## src/rtl/collision_probe_pkg.sv

```systemverilog
// ---------------------------------------------------------------------------
// collision_probe_pkg
// Shared definitions for the sprite collision probe arbiter: screen geometry,
// the wall color the background lookup reports, the probe edge encoding, the
// scan FSM state encoding and the read-tag record carried alongside reads.
// Edge encoding doubles as the bit position inside one player's coll nibble
// ({L,R,D,U} -> bits 3..0).
// ---------------------------------------------------------------------------
package collision_probe_pkg;

   localparam int          SCREEN_W   = 640;
   localparam int          SCREEN_H   = 480;
   localparam int          ADDR_W     = 19;
   localparam logic [23:0] WALL_COLOR = 24'hFF5757;

   typedef enum logic [1:0] {
      EDGE_UP    = 2'd0,
      EDGE_DOWN  = 2'd1,
      EDGE_RIGHT = 2'd2,
      EDGE_LEFT  = 2'd3
   } probeEdgeT;

   typedef enum logic [2:0] {
      ST_IDLE   = 3'd0,
      ST_ARB    = 3'd1,
      ST_ISSUE  = 3'd2,
      ST_DRAIN  = 3'd3,
      ST_COMMIT = 3'd4
   } scanStateT;

   typedef struct packed {
      logic      vld;
      logic      player;
      probeEdgeT side;
   } probeTagT;

   // Position of a (player, edge) flag inside the 8-bit coll vector.
   function automatic logic [2:0] flagIndex(input logic player, input probeEdgeT side);
      return {player, side};
   endfunction

endpackage

```

## src/rtl/probe_addr_gen.sv

```systemverilog
// ---------------------------------------------------------------------------
// probe_addr_gen
// Combinational probe-point generator. For one sprite edge and a step index it
// produces the linear background address y*640+x of the probe point, whether
// the edge's fixed coordinate lies off-screen, and the last valid step index
// for that edge.
//
// Ports
//   spriteX   in  10  sprite left coordinate
//   spriteY   in  9   sprite top coordinate
//   side      in  2   edge being probed (probeEdgeT)
//   step      in  STEP_W  probe index along the edge, 0-based
//   addr      out 19  linear pixel address
//   offScreen out 1   fixed coordinate of the edge is outside the screen
//   lastStep  out STEP_W  final step index for this edge
// ---------------------------------------------------------------------------
module probe_addr_gen
   import collision_probe_pkg::*;
#(
   parameter int SPRITE_W = 24,
   parameter int SPRITE_H = 24,
   parameter int STEP_W   = 5
) (
   input  logic [9:0]        spriteX,
   input  logic [8:0]        spriteY,
   input  probeEdgeT         side,
   input  logic [STEP_W-1:0] step,
   output logic [18:0]       addr,
   output logic              offScreen,
   output logic [STEP_W-1:0] lastStep
);

   localparam logic [10:0]       RIGHT_OFS  = 11'(SPRITE_W + 1);
   localparam logic [9:0]        DOWN_OFS   = 10'(SPRITE_H + 1);
   localparam logic [STEP_W-1:0] LAST_HORIZ = STEP_W'(SPRITE_W - 2);
   localparam logic [STEP_W-1:0] LAST_VERT  = STEP_W'(SPRITE_H - 2);

   // One extra bit on each axis so RIGHT/DOWN probes past the screen edge
   // are seen as off-screen instead of wrapping.
   logic [10:0] probeX;
   logic [9:0]  probeY;

   always_comb begin
      probeX    = {1'b0, spriteX};
      probeY    = {1'b0, spriteY};
      offScreen = 1'b0;
      lastStep  = LAST_HORIZ;
      case (side)
         EDGE_UP: begin
            probeX    = {1'b0, spriteX} + 11'd1 + 11'(step);
            probeY    = {1'b0, spriteY} - 10'd1;
            offScreen = (spriteY == 9'd0);
         end
         EDGE_DOWN: begin
            probeX    = {1'b0, spriteX} + 11'd1 + 11'(step);
            probeY    = {1'b0, spriteY} + DOWN_OFS;
            offScreen = (probeY >= 10'(SCREEN_H));
         end
         EDGE_RIGHT: begin
            probeX    = {1'b0, spriteX} + RIGHT_OFS;
            probeY    = {1'b0, spriteY} + 10'd1 + 10'(step);
            offScreen = (probeX >= 11'(SCREEN_W));
            lastStep  = LAST_VERT;
         end
         default: begin
            probeX    = {1'b0, spriteX} - 11'd1;
            probeY    = {1'b0, spriteY} + 10'd1 + 10'(step);
            offScreen = (spriteX == 10'd0);
            lastStep  = LAST_VERT;
         end
      endcase
   end

   // Full-width multiply; the largest reachable address fits in 19 bits.
   assign addr = 19'(probeY) * 19'(SCREEN_W) + 19'(probeX);

endmodule

```

## src/rtl/collision_probe_arbiter.sv

```systemverilog
// ---------------------------------------------------------------------------
// collision_probe_arbiter
// Once per frame_start, probes the background around two player sprites and
// reports which sprite edges touch a wall pixel. Edge jobs are granted in the
// order P0-UP, P1-UP, P0-DOWN, P1-DOWN, ... P1-LEFT; each in-screen job issues
// one read per probe point to a shared color lookup, waits out the read
// latency, then the arbiter moves on. Off-screen edges count as collided
// without any read. Results land in coll together with a one-cycle done.
//
// Ports
//   vga_clk      in   1   clock (rising edge)
//   reset        in   1   asynchronous active-high reset
//   frame_start  in   1   scan request pulse, accepted only when idle
//   player_en    in   2   per-player enable, bit0 = player 0
//   p0_x, p1_x   in   10  sprite left coordinates
//   p0_y, p1_y   in   9   sprite top coordinates
//   mem_rd       out  1   read strobe to the background lookup
//   mem_addr     out  19  linear pixel address of the read
//   mem_rdata    in   24  color, RD_LATENCY cycles after mem_rd
//   coll         out  8   {p1 L,R,D,U, p0 L,R,D,U}
//   done         out  1   scan-complete pulse, aligned with coll update
//   busy         out  1   scan in progress
//   overrun      out  1   sticky: frame_start seen while busy
//
// Build option: define COLLISION_OVERRUN_EN to implement the overrun flag;
// otherwise overrun is constant 0.
// ---------------------------------------------------------------------------
module collision_probe_arbiter
   import collision_probe_pkg::*;
#(
   parameter int SPRITE_W   = 24,
   parameter int SPRITE_H   = 24,
   parameter int RD_LATENCY = 2
) (
   input  logic        vga_clk,
   input  logic        reset,
   input  logic        frame_start,
   input  logic [1:0]  player_en,
   input  logic [9:0]  p0_x,
   input  logic [9:0]  p1_x,
   input  logic [8:0]  p0_y,
   input  logic [8:0]  p1_y,
   output logic        mem_rd,
   output logic [18:0] mem_addr,
   input  logic [23:0] mem_rdata,
   output logic [7:0]  coll,
   output logic        done,
   output logic        busy,
   output logic        overrun
);

   localparam int SPRITE_MAX = (SPRITE_W > SPRITE_H) ? SPRITE_W : SPRITE_H;
   localparam int STEP_W     = $clog2(SPRITE_MAX);
   localparam int DRAIN_W    = (RD_LATENCY > 1) ? $clog2(RD_LATENCY) : 1;
   localparam logic [DRAIN_W-1:0] DRAIN_LAST = DRAIN_W'(RD_LATENCY - 1);

   scanStateT         state, stateNext;
   logic [3:0]        jobIdx;
   logic [2:0]        curIdx;
   logic [STEP_W-1:0] stepCnt;
   logic [DRAIN_W-1:0] drainCnt;
   logic [7:0]        flags, flagsNext;

   // Frame snapshot, only meaningful while a scan runs.
   logic [1:0]        enSnap;
   logic [9:0]        x0Snap, x1Snap;
   logic [8:0]        y0Snap, y1Snap;

   logic              grantFound;
   logic [2:0]        grantIdx;
   logic [2:0]        selIdx;
   logic              selPlayer;
   probeEdgeT         selSide;
   logic [18:0]       genAddr;
   logic              genOff;
   logic [STEP_W-1:0] genLast;

   probeTagT          tagPipe [RD_LATENCY];
   logic [7:0]        matchMask;
   logic [7:0]        enMask;

   assign enMask = {{4{enSnap[1]}}, {4{enSnap[0]}}};

   always_ff @(posedge vga_clk) begin
      if (state == ST_IDLE && frame_start) begin
         enSnap <= player_en;
         x0Snap <= p0_x;
         y0Snap <= p0_y;
         x1Snap <= p1_x;
         y1Snap <= p1_y;
      end
   end

   // Lowest remaining job index whose player is enabled. Disabled players
   // are skipped here, so they never cost an ARB cycle.
   always_comb begin
      grantFound = 1'b0;
      grantIdx   = 3'd0;
      for (int j = 7; j >= 0; j--) begin
         if (4'(j) >= jobIdx && enSnap[1'(j)]) begin
            grantFound = 1'b1;
            grantIdx   = 3'(j);
         end
      end
   end

   // The address generator evaluates the candidate grant during ARB (for the
   // off-screen decision) and the committed job during ISSUE.
   assign selIdx    = (state == ST_ARB) ? grantIdx : curIdx;
   assign selPlayer = selIdx[0];
   assign selSide   = probeEdgeT'(selIdx[2:1]);

   probe_addr_gen #(
      .SPRITE_W (SPRITE_W),
      .SPRITE_H (SPRITE_H),
      .STEP_W   (STEP_W)
   ) uAddrGen (
      .spriteX   (selPlayer ? x1Snap : x0Snap),
      .spriteY   (selPlayer ? y1Snap : y0Snap),
      .side      (selSide),
      .step      (stepCnt),
      .addr      (genAddr),
      .offScreen (genOff),
      .lastStep  (genLast)
   );

   always_comb begin
      matchMask = 8'd0;
      if (tagPipe[RD_LATENCY-1].vld && mem_rdata == WALL_COLOR)
         matchMask[flagIndex(tagPipe[RD_LATENCY-1].player, tagPipe[RD_LATENCY-1].side)] = 1'b1;
   end

   always_comb begin
      stateNext = state;
      flagsNext = flags | matchMask;
      mem_rd    = 1'b0;
      mem_addr  = 19'd0;
      case (state)
         ST_IDLE: begin
            if (frame_start) begin
               stateNext = ST_ARB;
               flagsNext = 8'd0;
            end
         end
         ST_ARB: begin
            if (!grantFound)
               stateNext = ST_COMMIT;
            else if (genOff)
               flagsNext[flagIndex(grantIdx[0], probeEdgeT'(grantIdx[2:1]))] = 1'b1;
            else
               stateNext = ST_ISSUE;
         end
         ST_ISSUE: begin
            mem_rd   = 1'b1;
            mem_addr = genAddr;
            if (stepCnt == genLast)
               stateNext = ST_DRAIN;
         end
         ST_DRAIN: begin
            if (drainCnt == DRAIN_LAST)
               stateNext = ST_ARB;
         end
         ST_COMMIT: stateNext = ST_IDLE;
         default:   stateNext = ST_IDLE;
      endcase
   end

   always_ff @(posedge vga_clk or posedge reset) begin
      if (reset) begin
         state    <= ST_IDLE;
         jobIdx   <= 4'd0;
         curIdx   <= 3'd0;
         stepCnt  <= '0;
         drainCnt <= '0;
         flags    <= 8'd0;
         coll     <= 8'd0;
         done     <= 1'b0;
         busy     <= 1'b0;
      end else begin
         state <= stateNext;
         flags <= flagsNext;
         busy  <= (stateNext != ST_IDLE);
         done  <= (state == ST_ARB) && !grantFound;
         case (state)
            ST_IDLE: jobIdx <= 4'd0;
            ST_ARB: begin
               if (grantFound) begin
                  jobIdx  <= {1'b0, grantIdx} + 4'd1;
                  curIdx  <= grantIdx;
                  stepCnt <= '0;
               end else begin
                  coll <= flags & enMask;
               end
            end
            ST_ISSUE: begin
               stepCnt  <= stepCnt + STEP_W'(1);
               drainCnt <= '0;
            end
            ST_DRAIN: drainCnt <= drainCnt + DRAIN_W'(1);
            default: ;
         endcase
      end
   end

   // Read tag pipeline: stage k holds the tag of the read issued k+1 cycles
   // ago, so the last stage lines up with mem_rdata.
   always_ff @(posedge vga_clk or posedge reset) begin
      if (reset) begin
         for (int k = 0; k < RD_LATENCY; k++)
            tagPipe[k] <= '0;
      end else begin
         tagPipe[0] <= '{vld: mem_rd, player: curIdx[0], side: probeEdgeT'(curIdx[2:1])};
         for (int k = 1; k < RD_LATENCY; k++)
            tagPipe[k] <= tagPipe[k-1];
      end
   end

`ifdef COLLISION_OVERRUN_EN
   always_ff @(posedge vga_clk or posedge reset) begin
      if (reset)
         overrun <= 1'b0;
      else if (frame_start && state != ST_IDLE)
         overrun <= 1'b1;
   end
`else
   assign overrun = 1'b0;
`endif

endmodule

```

## config.mk

```make
export PLATFORM = sky130hd
export DESIGN_NAME = collision_probe_arbiter
export DESIGN_NICKNAME = d
export VERILOG_FILES = /design/src/rtl/collision_probe_pkg.sv /design/src/rtl/probe_addr_gen.sv /design/src/rtl/collision_probe_arbiter.sv
export SDC_FILE = /design/constraint.sdc
export NUM_CORES = 1
export LEC_CHECK = 0
export BUFFER_PORTS_ARGS = -buffer_cell sky130_fd_sc_hd__buf_4
export CORE_MARGIN = 10
export CORE_UTILIZATION = 46
export CTS_CLUSTER_DIAMETER = 150
export CTS_CLUSTER_SIZE = 14
export DETAILED_ROUTE_END_ITERATION = 12
export PLACE_DENSITY = 0.68
export RECOVER_POWER = 50
export SLEW_MARGIN = 20
export SYNTH_ARGS = -nofsm -noshare
export SYNTH_HDL_FRONTEND = slang
export SYNTH_SLANG_ARGS = --single-unit
```

## constraint.sdc

```tcl
create_clock -name vga_clk -period 13.1 [get_ports vga_clk]
set_input_delay 3.275 -clock vga_clk [delete_from_list [all_inputs] [get_ports vga_clk]]
set_output_delay 3.275 -clock vga_clk [all_outputs]
set_load 0.03 [all_outputs]
```

After elaboration in Yosys (flattened, before gate mapping)
Cells that the tools add are included.
{"block": "classes", "order_cmp": 10, "add_sub_neg": 12, "n_mux": 36, "n_eq_ne": 8, "bitwise": 4, "reduce_logical": 23, "multipliers": 1}
{"cell": "$mux 8", "count": 4}
{"cell": "$mux 3", "count": 10}
{"cell": "$eq 24x24->1 const B", "count": 1}
{"cell": "$pmux 11 s2", "count": 1}
{"cell": "$pmux 10 s2", "count": 1}
{"cell": "$add 19x11->19", "count": 1}
{"cell": "$mux 19", "count": 1}
{"cell": "$or 8x8->8", "count": 2}
{"cell": "$pmux 8 s2", "count": 1}
{"cell": "$mul 10x3->12 const B", "count": 1}
{"cell": "$pmux 3 s4", "count": 1}
{"cell": "$add 10x1->11 const B", "count": 1}
{"cell": "$add 10x5->11 const B", "count": 1}
{"cell": "$add 11x5->11", "count": 1}
{"cell": "$ge 11x10->1 const B", "count": 1}
{"cell": "$sub 10x1->11 const B", "count": 1}
{"cell": "$add 10x5->10", "count": 1}
{"cell": "$add 9x1->10 const B", "count": 1}
{"cell": "$add 9x5->10 const B", "count": 1}
{"cell": "$ge 10x9->1 const B", "count": 1}
{"cell": "$logic_not 10->1", "count": 1}
{"cell": "$mux 10", "count": 1}
{"cell": "$pmux 5 s2", "count": 1}
{"cell": "$sub 9x1->10 const B", "count": 1}
{"cell": "other kinds (33)", "count": 57}
{"block": "totals", "input_bits": 67, "output_inout_bits": 31, "regBits": 82}

Depth between registers and ports, before layout
Gate-level depths: netlist of run 1.
{"block": "logic_depth", "ltp_word": 15, "ltp_mapped": 19, "mapped_depth_nobuf": 19}

Cells and area by module
A second synthesis of run 1 with hierarchy kept.
{"block": "unflattened", "cells_unflattened": 478, "area_unflattened_um2": 4270.3}
{"module": "collision_probe_arbiter", "cells_each": 199, "area_each_um2": 2233.4, "instances": 1}
{"module": "probe_addr_gen", "cells_each": 279, "area_each_um2": 2037.0, "instances": 1}

Worst setup path before layout of run 1
No wires, ideal clock.
{"block": "synth_timing", "kind": "register to output", "from": "reg stepCnt[0]", "to": "out mem_addr[18]", "n_path_buf": 0, "t_arrival_ns": 4.519, "slack_ns": 5.306, "path_stages_with_launch": 20, "path_cell_list": "dfrtp_1 -> inv_1 -> ha_1 -> fa_1 -> nor2b_1 -> o21ai_0 -> a21boi_0 -> o21ai_0 -> a222oi_1 -> o22ai_1 -> nor2_1 -> ha_1 -> ha_1 -> a21o_1 -> o21a_1 -> or4b_4 -> a211oi_4 -> nand4b_1 -> xnor3_1 -> nor2_1"}
{"block": "synth_between", "elab_chain_cells": 5}
{"element": "from (decl)", "line_no": "collision_probe_arbiter.sv:60", "rtl": "logic [STEP_W-1:0] stepCnt;"}
{"element": "from (signal assigned)", "line_no": "collision_probe_arbiter.sv:196", "rtl": "stepCnt <= stepCnt + STEP_W'(1);"}
{"element": "$add 10x5->10", "line_no": "probe_addr_gen.sv:61, probe_addr_gen.sv:67"}
{"element": "$pmux 10 s2", "line_no": "probe_addr_gen.sv:48", "rtl": "case (side)"}
{"element": "$mul 10x3->12", "line_no": "probe_addr_gen.sv:75", "rtl": "assign addr = 19'(probeY) * 19'(SCREEN_W) + 19'(probeX);"}
{"element": "$add 19x11->19 *", "line_no": "probe_addr_gen.sv:75"}
{"element": "$mux 19 *", "line_no": "collision_probe_arbiter.sv:138", "rtl": "case (state)"}
{"element": "to (decl)", "line_no": "collision_probe_arbiter.sv:44", "rtl": "output logic [18:0] mem_addr,"}
Mark *: on every way between the ends. The rest lies on a longest branch, timed or not.

Worst setup path in the final report of run 1
{"block": "layout_timing", "from": "reg state[0]", "to": "out mem_addr[18]"}
{"block": "layout_between", "elab_chain_cells": 9}
{"element": "from (decl)", "line_no": "collision_probe_arbiter.sv:57", "rtl": "scanStateT state, stateNext;"}
{"element": "from (signal assigned)", "line_no": "collision_probe_arbiter.sv:180", "rtl": "state <= stateNext;"}
{"element": "$eq 3x1->1", "line_no": "collision_probe_arbiter.sv:109", "rtl": "assign selIdx = (state == ST_ARB) ? grantIdx : curIdx;"}
{"element": "$mux 3", "line_no": "collision_probe_arbiter.sv:109"}
{"element": "$mux 9", "line_no": "collision_probe_arbiter.sv:119", "rtl": ".spriteY (selPlayer ? y1Snap : y0Snap),"}
{"element": "$add 9x1->10", "line_no": "probe_addr_gen.sv:61, probe_addr_gen.sv:67"}
{"element": "$add 10x5->10", "line_no": "probe_addr_gen.sv:61, probe_addr_gen.sv:67"}
{"element": "$pmux 10 s2", "line_no": "probe_addr_gen.sv:48"}
{"element": "$mul 10x3->12", "line_no": "probe_addr_gen.sv:75"}
{"element": "$add 19x11->19", "line_no": "probe_addr_gen.sv:75"}
{"element": "$mux 19 *", "line_no": "collision_probe_arbiter.sv:138"}
Marks and branches as above.

==> metrics.yaml, run 1 <==
floorplan:
  pin_count: 98
  start_util_pct: 46.85
  fp.dieH_microns: 116.5
  die_w_microns: 116.5
  core_area_sq_um: 9153
  dieArea_sq_um: 13580
  core.rowCount: 35
timing:
  period_share_pct: 73.15
  drv_slew: 20
  hold_viol: 0
  hold_ws_ps: 356.2
  relSlewSlack_pct: -41.88
  layout_setup_ws_ps: 3517
  rsz0062_at_grt: "no"
  fin_tns_setup_ps: 0
  clock_skew_ps: 12.98
  setup_viol: 0
  period_needed_ps: 9583
  max_freq_mhz: 104.4
  worst_slew_pin_slew_ps: 2106
worst_setup_path:
  path_depth: 16
  slowest_delay_ps: 1620
  crit_buf_inv: 1
  cp_max_fo: 19
  ff2ff_path_depth: 6
  cp_top_family: "compound AO/OA/AOI/OAI gates"
  critPathRequiredTime_ps: 9820
  critPathSlowestCell: "o21ai_0"
  cp_common_cell: "ha_1"
  crit_path_end_kind: "output pin"
  cp_cell_sequence: "nor3b_2, nand2_1, o21ai_0, o32ai_1, a21oi_1, ha_1, ha_1, fa_1, xor2_1, o21ai_1, or4b_4, a211oi_4, nand4b_1, xnor3_1, nor2_1, buf_4"
  worstSetupPathType: "flop to output pin"
  startpoint_type: "flop"
  cp.arrival_ps: 6310
logic_synthesis:
  synth_top_area_cell: "dfrtp_1"
  yosysTopAreaCellShare_pct: 17.51
  ys_types: 76
  synth_mux_area_share_pct: 0.4669
  synth_edf_count: 20
  synth_xor_area_share_pct: 6.624
  ys.flop_type: "dfrtp_1"
  ys_ff_latch: 50
  async_reset_ff_share_pct: 60.00
  ys_seq_area_share_pct: 31.51
  synthCells: 489
  synth_area_per_cell_sq_um: 8.769
  synth_area_leaders: "dfrtp_1, edfxtp_1, ha_1"
  synth_top_family_by_area: "compound AO/OA/AOI/OAI gates"
  synthSimpleGateAreaFrac_pct: 21.74
  yosysWarningCount: 0
  netlist_area_sq_um: 4288
  synth_compound_area_share_pct: 21.86
  synthAdderAreaFrac_pct: 12.66
final_layout:
  syn_to_final_growth_pct: 14.74
  drive_gt1_share_pct: 18.43
  n_fill_cell: 840
  nets: 655
  final_common_cell: "nor2_1"
  final_cell_mix: "nor2_1, buf_4, nand2_1"
  num_antenna_cells: 0
  stdcell_count: 659
drt:
  wire_per_inst_microns: 16.44
  drtPass1Iterations: 5
  vias_per_cell: 5.835
  drc: 0
  initialDrtViolationCount: 233
  wirelength_microns: 10840
  dr_total_vias: 3845
  final_antenna_net_count: 0
power:
  power.leakage_nw: 2.183
  seq_power_share_pct: 17.1
  switchingPower_w: 0.0008239
  finalPower_w: 0.001596
  p_comb_share_pct: 77.0
  p_clk_share_pct: 6.0
  max-vdd-ir-drop_v: 0.0002743
  swShare_pct: 51.61
  internal_power_w: 0.0007724
  p_per_area_nw_per_um2: 324.5
clock_network:
  clock_latency_ps: 310
  clkTransAtPathRegs_ps: 100
  cts_resized: 0
  htreeDepth: 2
  cts.path.max_buffers: 2
  cts.sinks: 50
  cts_made_buffers: 5
  ctsHoldBuffers: 0
  cts_tree: "built"
  root_buffer: "clkbuf_8"
  cts_setup_buffers: 0
placed_design:
  placed_cells: 651
  gp_congestion: 0.8659
  hpwl_microns: 8319
  numPortBuffers: 72
  place_ws_ps: 4935
grt:
  overflow: 0
  grt_max_degree: 31
  grt_util_all_layers_pct: 15.88
  grt_pass1_wl_microns: 17440
  antenna_found_initial: 0
  grt_pass1_vias: 3626
run_status:
  violations: "max-capacitance violations, max-slew violations"
  outcome: "finished with violations"
run:
  max_cap_violations: 1
worst_hold_path:
  hp-class: "flop to flop"
  hold-path-cell-count: 0
## registers in the layout, indices dropped and copies added (netlist names)
name and count:
busy 1, coll 4, curIdx 2, done 1
drainCnt 1, enSnap 1, flags 4, jobIdx 3
state 3, stepCnt 5, tagPipe 6, x0Snap 10
y0Snap 9
## cells in the mapped netlist (4+ instances only)
cell,number
nor2b_1,9
nand2b_1,5
inv_1,20
a22oi_1,4
xnor2_1,15
xor2_1,13
nand4_1,4
dfrtp_1,30
o22ai_1,11
edfxtp_1,20
a31oi_1,7
o21a_1,7
fa_1,4
nand2_1,48
clkbuf_1,9
buf_2,8
nand3_1,15
nor2_1,54
buf_4,6
nand4b_1,4
and2_1,7
ha_1,37
nor3_1,14
a21oi_1,30
o21ai_1,12
o21ai_0,22
## layout make-up
cell class              count  area, sq um  area share, %
flip-flops and latches     50         1351          27.47
well taps                 111        138.9          2.823
clock buffers               7        86.33          1.755
inverters                  20        75.07          1.526
multi-input cells         398         2726          55.42
clock inverters             1        5.005         0.1017
repair buffers             72        536.8          10.91
## stage by stage
stage	utilization (%)	cell area, sq um
2_1_floorplan	-	4303
3_3_place_gp	52.89	4841
3_5_place_dp	52.91	4842
4_1_cts	53.90	4933
5_1_grt	53.75	4920
6_report	53.75	4920
## cell families (layout without fill, tap and decap cells)
family          after synthesis  after routing
simple gates                185            185
compound gates              135            135
flops                        50             50
buf+inv                      45            100
fa+ha+maj                    41             41
xor+xnor                     30             30
mux                           2              2
other cells                   1              5
## per-layer routing
layer	vias up	track usage (%)	wire (microns)	share of wire, %
met3	20	3.647	674	6.2
met5	-	0	0	0
li1	1880	-	-	-
met1	1820	20.40	4972	46
met4	0	4.778	222	2.0
met2	125	25.98	4967	46
## path summary, 6_finish.rpt
| check | start | to | slack, ps |
|---|---|---|---|
| worst max register to register | state[0]$_DFF_PP0_ | flags[2]$_DFF_PP0_ | 9180 |
| worst min-delay path | tagPipe[7]$_DFF_PP0_ | tagPipe[3]$_DFF_PP0_ | 360 |
| worst max-delay path | state[0]$_DFF_PP0_ | mem_addr[18] | 3520 |
| worst min register to register | tagPipe[7]$_DFF_PP0_ | tagPipe[3]$_DFF_PP0_ | 360 |
| max in group asynchronous | reset | state[2]$_DFF_PP0_ | 9190 |
| min in group asynchronous | reset | tagPipe[3]$_DFF_PP0_ | 3230 |
## power groups by stage
stage | sequential (W) | clock [W] | combinational, W
after floorplan | 0.000255 | 0 | 0.000989
after global placement | 0.000272 | 0 | 0.00119
after detailed placement | 0.000273 | 0 | 0.00122
after CTS | 0.000271 | 0.0000978 | 0.00123
after global routing | 0.000280 | 0.000105 | 0.00138
final | 0.000273 | 0.0000952 | 0.00123
Power figures use the tool's default switching activity.
==> run 2, diff against run 1 <==
Settings changed: ABC_AREA from default to 1, PLACE_DENSITY 0.68 to 0.67.
Clock period 13.1 ns to 9.8 ns, I/O delays scaled along.
==> metrics.yaml, run 2 <==
run_status:
  outcome: "finished with violations"
  violations: "max-capacitance violations, max-slew violations"
drt:
  vias_per_cell: 5.194  # -11%
  dr_total_vias: 4119  # +7.1%
  drc: 0  # unchanged
  wirelength_microns: 11070  # +2.2%
  final_antenna_net_count: 0  # unchanged
  initialDrtViolationCount: 251  # +7.7%
  wire_per_inst_microns: 13.96  # -15%
  drtPass1Iterations: 5  # unchanged
placed_design:
  gp_congestion: 0.9216  # +6.4%
  place_ws_ps: 3198  # -1738 ps
  placed_cell_area_sq_um: 5055  # +4.4%
  numPortBuffers: 72  # unchanged
  hpwl_microns: 9040  # +8.7%
floorplan:
  pin_count: 98  # unchanged
  fp.dieH_microns: 118.3  # +1.5%
  dieArea_sq_um: 13990  # +3.0%
  die_w_microns: 118.3  # +1.5%
  core.rowCount: 35  # unchanged
  start_util_pct: 47.63  # +0.78 points
  core_area_sq_um: 9328  # +1.9%
timing:
  period_share_pct: 72.44
  period_needed_ps: 7099
  worst_slew_pin_slew_ps: 1511  # -594.6 ps
  layout_setup_ws_ps: 2701  # -816.4 ps
  drv_slew: 25  # +25%
  setup_viol: 0  # unchanged
  clock_skew_ps: 3.970  # -9.015 ps
  relSlewSlack_pct: -1.126  # +41 points
  hold_viol: 0  # unchanged
  max_freq_mhz: 140.9
  rsz0062_at_grt: "no"
  fin_tns_setup_ps: 0  # unchanged
logic_synthesis:
  async_reset_ff_share_pct: 60.00  # unchanged
  synth_edf_count: 20  # unchanged
  ys.flop_type: "dfrtp_1"
  synth_area_leaders: "dfrtp_1, edfxtp_1, nand2_1"
  yosysWarningCount: 0  # unchanged
  synth.top_cells.by_count: "nand2_1, inv_1, nor2_1"
  synth_top_area_cell: "dfrtp_1"
  ys_seq_area_share_pct: 30.41  # -1.1 points
  ys_ff_latch: 50  # unchanged
  yosysTopAreaCellShare_pct: 16.90  # -0.61 points
  synth_area_per_cell_sq_um: 7.467  # -15%
  synthCells: 595  # +22%
  synth_most_common_cell: "nand2_1"
  netlist_area_sq_um: 4443  # +3.6%
  ys_types: 44  # -42%
clock_network:
  root_buffer: "clkbuf_8"
  cts_resized: 0  # unchanged
  clkTransAtPathRegs_ps: 110  # about the same
  htreeDepth: 2  # unchanged
  cts.sinks: 50  # unchanged
  ctsHoldBuffers: 0  # unchanged
  cts_made_buffers: 5  # unchanged
  cts.path.max_buffers: 2  # unchanged
  cts_tree: "built"
  cts_setup_buffers: 0  # unchanged
  clock_latency_ps: 310  # about the same
worst_setup_path:
  worstSetupPathType: "flop to output pin"
  cp_max_fo: 20  # +1
  cp.arrival_ps: 4650  # -1660 ps
  startpoint_type: "flop"
  critPathRequiredTime_ps: 7350  # -2470 ps
  crit_path_end_kind: "output pin"
final_layout:
  nets: 771  # +18%
  n_fill_cell: 862  # +2.6%
  final_common_cell: "nand2_1"
  fin_area_sq_um: 5147  # +4.6%
  top_regs: "x0Snap (10), y0Snap (9), tagPipe (6)"
  num_antenna_cells: 0  # unchanged
  final_cell_mix: "nand2_1, inv_1, nor2_1, buf_4, nand3_1"
  largest_reg_flops: 10  # unchanged
  top_register: "x0Snap"
  drive_gt1_share_pct: 17.62  # -0.81 points
  syn_to_final_growth_pct: 15.85
grt:
  overflow: 0  # unchanged
  grt_pass1_wl_microns: 18890  # +8.3%
  grt_pass1_vias: 4030  # +11%
  grt_util_all_layers_pct: 15.63  # -0.25 points
  antenna_found_initial: 0  # unchanged
  grt_max_degree: 31  # unchanged
run:
  max_cap_violations: 1  # unchanged
worst_hold_path:
  hp-class: "flop to flop"
## run 2: changes by cell type after synthesis, sizes merged, moves of 9 or more
cell   before  now
nor2b       9    0
nand3      15   41
inv        20   79
nand4       4   17
nand2      49  144
xnor2      15    6
## run 2: layout make-up
type | instances | area (sq um) | share of cell area, %
multi-input combinational | 455 | 2695 | 52.36
sequential | 50 | 1351 | 26.25
timing repair buffer | 72 | 540.5 | 10.50
inverter | 79 | 301.5 | 5.858
tap | 129 | 161.4 | 3.136
clock buffer | 5 | 68.82 | 1.337
clock inverter | 3 | 28.78 | 0.5591
## run 2: per-stage QoR
stage / hold slack [ps] / std cells / utilization [%]
final: 360.7 / 793 / 55.18
after global routing: 364.7 / 793 / 55.18
after CTS: 365.7 / 793 / 55.24
after detailed placement: 341.8 / 785 / 54.19
after global placement: 332.4 / 785 / 54.19
after floorplan: 331.2 / 599 / -
## run 2: final timing paths
kind	startpoint	to	slack, ps	cells past startpoint
worst min-delay path	tagPipe[7]$_DFF_PP0_	tagPipe[3]$_DFF_PP0_	360	0
max in group asynchronous	reset	jobIdx[1]$_DFFE_PP0P_	6720	2
worst max-delay path	enSnap[0]$_DFFE_PP_	mem_addr[17]	2700	23
worst max register to register	state[1]$_DFF_PP0_	busy$_DFF_PP0_	6710	10
worst min register to register	tagPipe[7]$_DFF_PP0_	tagPipe[3]$_DFF_PP0_	360	0
min in group asynchronous	reset	coll[3]$_DFFE_PP0P_	2420	2
## run 2: kinds of logic after synthesis
kind of cell             after synthesis  share of synthesized area [%]
adder cells (fa/ha/maj)               41                          12.22
other                                  1                        0.08440
flip-flops                            50                          30.41
XOR/XNOR                              27                          5.323
AND/OR/NAND/NOR                      288                          30.81
AO/OA/AOI/OAI                         94                          12.00
buffers and inverters                 94                          9.152
## run 2: critical path, stage by stage (launching register included)
cell	delay (ps)
edfxtp_1	520
nand2_1	120
nand2_1	250
nand3_4	140
nand2_4	320
nor2_4	100
inv_1	200
nor2_1	70
a311oi_1	510
ha_1	330
ha_1	390
a21oi_1	200
nand2_1	110
or2_2	280
nand2_1	80
inv_1	50
nand2_1	50
inv_1	50
nand2_1	90
nor3_1	70
nand2_1	60
nand2_1	40
nor2_1	140
buf_4	170
## run 2: layer usage
layer / part of all wire, % / global-route usage (%)
met5: 0 / 0
met4: 1.4 / 4.173
met3: 7.6 / 3.570
met1: 47 / 21.26
met2: 44 / 24.27
Power of run 2 is left out: the tool's default activity adds up to more than one toggle a clock period on the data nets, which glitch-free logic cannot reach.
==> run 3, diff against run 2 <==
Clock period 9.8 ns to 7 ns, I/O delays scaled along.
==> metrics.yaml, run 3 (synthesis gave the netlist of run 2 again) <==
worst_setup_path:
  startpoint_type: "flop"
  r2r_start: "state[1]$_DFF_PP0_"
  slowest_delay_ps: 530  # about the same
  r2r_slack_ps: 3890  # -2820 ps
  r2r-end: "busy$_DFF_PP0_"
  cp_cell_sequence: "nand2_1, nand2_1, nand3_4, nand2_4, nor2_4, inv_1, nor2_1, a311oi_1, ha_1, ha_1, a21oi_1, nand2_1, or2_2, nand2_1, inv_1, nand2_1, inv_1, nand2_1, o21ai_0, a21oi_1, buf_4"
  worstSetupPathType: "flop to output pin"
  crit_path_end_kind: "output pin"
  cp_max_fo: 20  # unchanged
  cp_common_cell: "nand2_1"
  critPathRequiredTime_ps: 5250  # -2100 ps
  ff2ff_path_depth: 10  # unchanged
  cp.arrival_ps: 4650  # about the same
  critPathSlowestCell: "a311oi_1"
placed_design:
  gp_congestion: 0.9232  # +0.17%
  placed_cell_area_sq_um: 5055  # unchanged
  hpwl_microns: 9084  # +0.48%
  placed_cells: 785  # unchanged
  numPortBuffers: 72  # unchanged
drt:
  vias_per_cell: 5.236  # +0.80%
  wire_per_inst_microns: 14.11  # +1.1%
  wirelength_microns: 11190  # +1.1%
  final_antenna_net_count: 0  # unchanged
  drc: 0  # unchanged
  initialDrtViolationCount: 264  # +5.2%
  dr_total_vias: 4152  # +0.80%
  drtPass1Iterations: 5  # unchanged
final_layout:
  stdcell_count: 793  # unchanged
  nets: 771  # unchanged
  n_fill_cell: 894  # +3.7%
  drive_gt1_share_pct: 17.62  # unchanged
  final_cell_mix: "nand2_1, inv_1, nor2_1, buf_4, nand3_1"
  num_antenna_cells: 0  # unchanged
  top_regs: "x0Snap (10), y0Snap (9), tagPipe (6)"
  largest_reg_flops: 10  # unchanged
  top_register: "x0Snap"
  final_common_cell: "nand2_1"
  fin_area_sq_um: 5147  # unchanged
  syn_to_final_growth_pct: 15.85  # unchanged
grt:
  antenna_found_initial: 0  # unchanged
  grt_pass1_wl_microns: 18640  # -1.3%
  grt_max_degree: 31  # unchanged
  grt_util_all_layers_pct: 15.36  # -0.27 points
  grt_pass1_vias: 3961  # -1.7%
  overflow: 0  # unchanged
timing:
  worst_slew_pin_slew_ps: 1534  # +23.00 ps
  hold_viol: 0  # unchanged
  fin_tns_setup_ps: 0  # unchanged
  max_freq_mhz: 156.2
  drv_slew: 25  # unchanged
  setup_viol: 0  # unchanged
  period_share_pct: 91.44
  clock_skew_ps: 13.10  # +9.131 ps
  period_needed_ps: 6401
  relSlewSlack_pct: -2.665  # -1.5 points
  rsz0062_at_grt: "no"
clock_network:
  cts.path.max_buffers: 2  # unchanged
  clock_latency_ps: 320  # about the same
  cts_resized: 0  # unchanged
  cts_setup_buffers: 0  # unchanged
  ctsHoldBuffers: 0  # unchanged
  cts.sinks: 50  # unchanged
  cts_tree: "built"
  htreeDepth: 2  # unchanged
  cts_made_buffers: 5  # unchanged
  clkTransAtPathRegs_ps: 110  # about the same
  root_buffer: "clkbuf_8"
run:
  max_cap_violations: 1  # unchanged
floorplan:
  pin_count: 98  # unchanged
  die_w_microns: 118.3  # unchanged
  core.rowCount: 35  # unchanged
  dieArea_sq_um: 13990  # unchanged
  fp.dieH_microns: 118.3  # unchanged
  start_util_pct: 47.63  # unchanged
  core_area_sq_um: 9328  # unchanged
worst_hold_path:
  hold-path-cell-count: 0  # unchanged
  hp-start: "tagPipe[7]$_DFF_PP0_"
  min_to: "tagPipe[3]$_DFF_PP0_"
  hp-class: "flop to flop"
run_status:
  outcome: "finished with violations"
  violations: "max-capacitance violations, max-slew violations"
-- run 3: cell types whose count changed in the layout (fill, tap and decap cells not counted) --
cell and delta:
clkinv_4 -1, inv_6 +1
-- run 3: layout make-up --
| type | count | area [sq um] | share of cell area (%) |
|---|---|---|---|
| Timing Repair Buffer | 72 | 540.5 | 10.50 |
| Sequential cell | 50 | 1351 | 26.25 |
| Multi-Input combinational cell | 455 | 2695 | 52.36 |
| Clock inverter | 3 | 28.78 | 0.5591 |
| Tap cell | 129 | 161.4 | 3.136 |
| Inverter | 79 | 301.5 | 5.858 |
| Clock buffer | 5 | 68.82 | 1.337 |
-- run 3: how the worst max path moves through the flow --
stage	start	endpoint	slack (ps)	cells past startpoint
global route	enSnap[0]$_DFFE_PP_	mem_addr[17]	210	22
detailed placement	enSnap[0]$_DFFE_PP_	mem_addr[17]	1090	22
floorplan	state[2]$_DFF_PP0_	mem_addr[17]	1520	21
global placement	enSnap[0]$_DFFE_PP_	mem_addr[17]	1170	23
CTS	enSnap[0]$_DFFE_PP_	mem_addr[17]	720	22
finish	enSnap[0]$_DFFE_PP_	mem_addr[15]	600	21
-- run 3: critical path, delay by kind of cell (launching register included) --
kind	cells	cell delay [ps]
AND/OR/NAND/NOR	11	1570
AO/OA/AOI/OAI	4	1040
adder cells (fa/ha/maj)	2	730
flip-flops	1	520
buffers and inverters	4	480
-- run 3: layer usage --
metal	track usage [%]	up-vias	part of all wire (%)	wire (microns)
met3	3.046	12	5.1	574
met2	24.10	125	44	4948
li1	-	2120	-	-
met1	21.05	1895	49	5525
met4	3.864	0	1.3	140
met5	0	-	0	0
-- run 3: per-stage QoR --
step / worst slack [ps] / hold slack, ps / utilization [%]
2_1_floorplan: 1522 / 331.2 / -
3_3_place_gp: 1167 / 332.3 / 54.19
3_5_place_dp: 1088 / 338.7 / 54.19
4_1_cts: 718.7 / 365.6 / 55.24
5_1_grt: 213.2 / 372.5 / 55.18
6_report: 599.0 / 361.4 / 55.18
Power of run 3 is left out for the same reason.
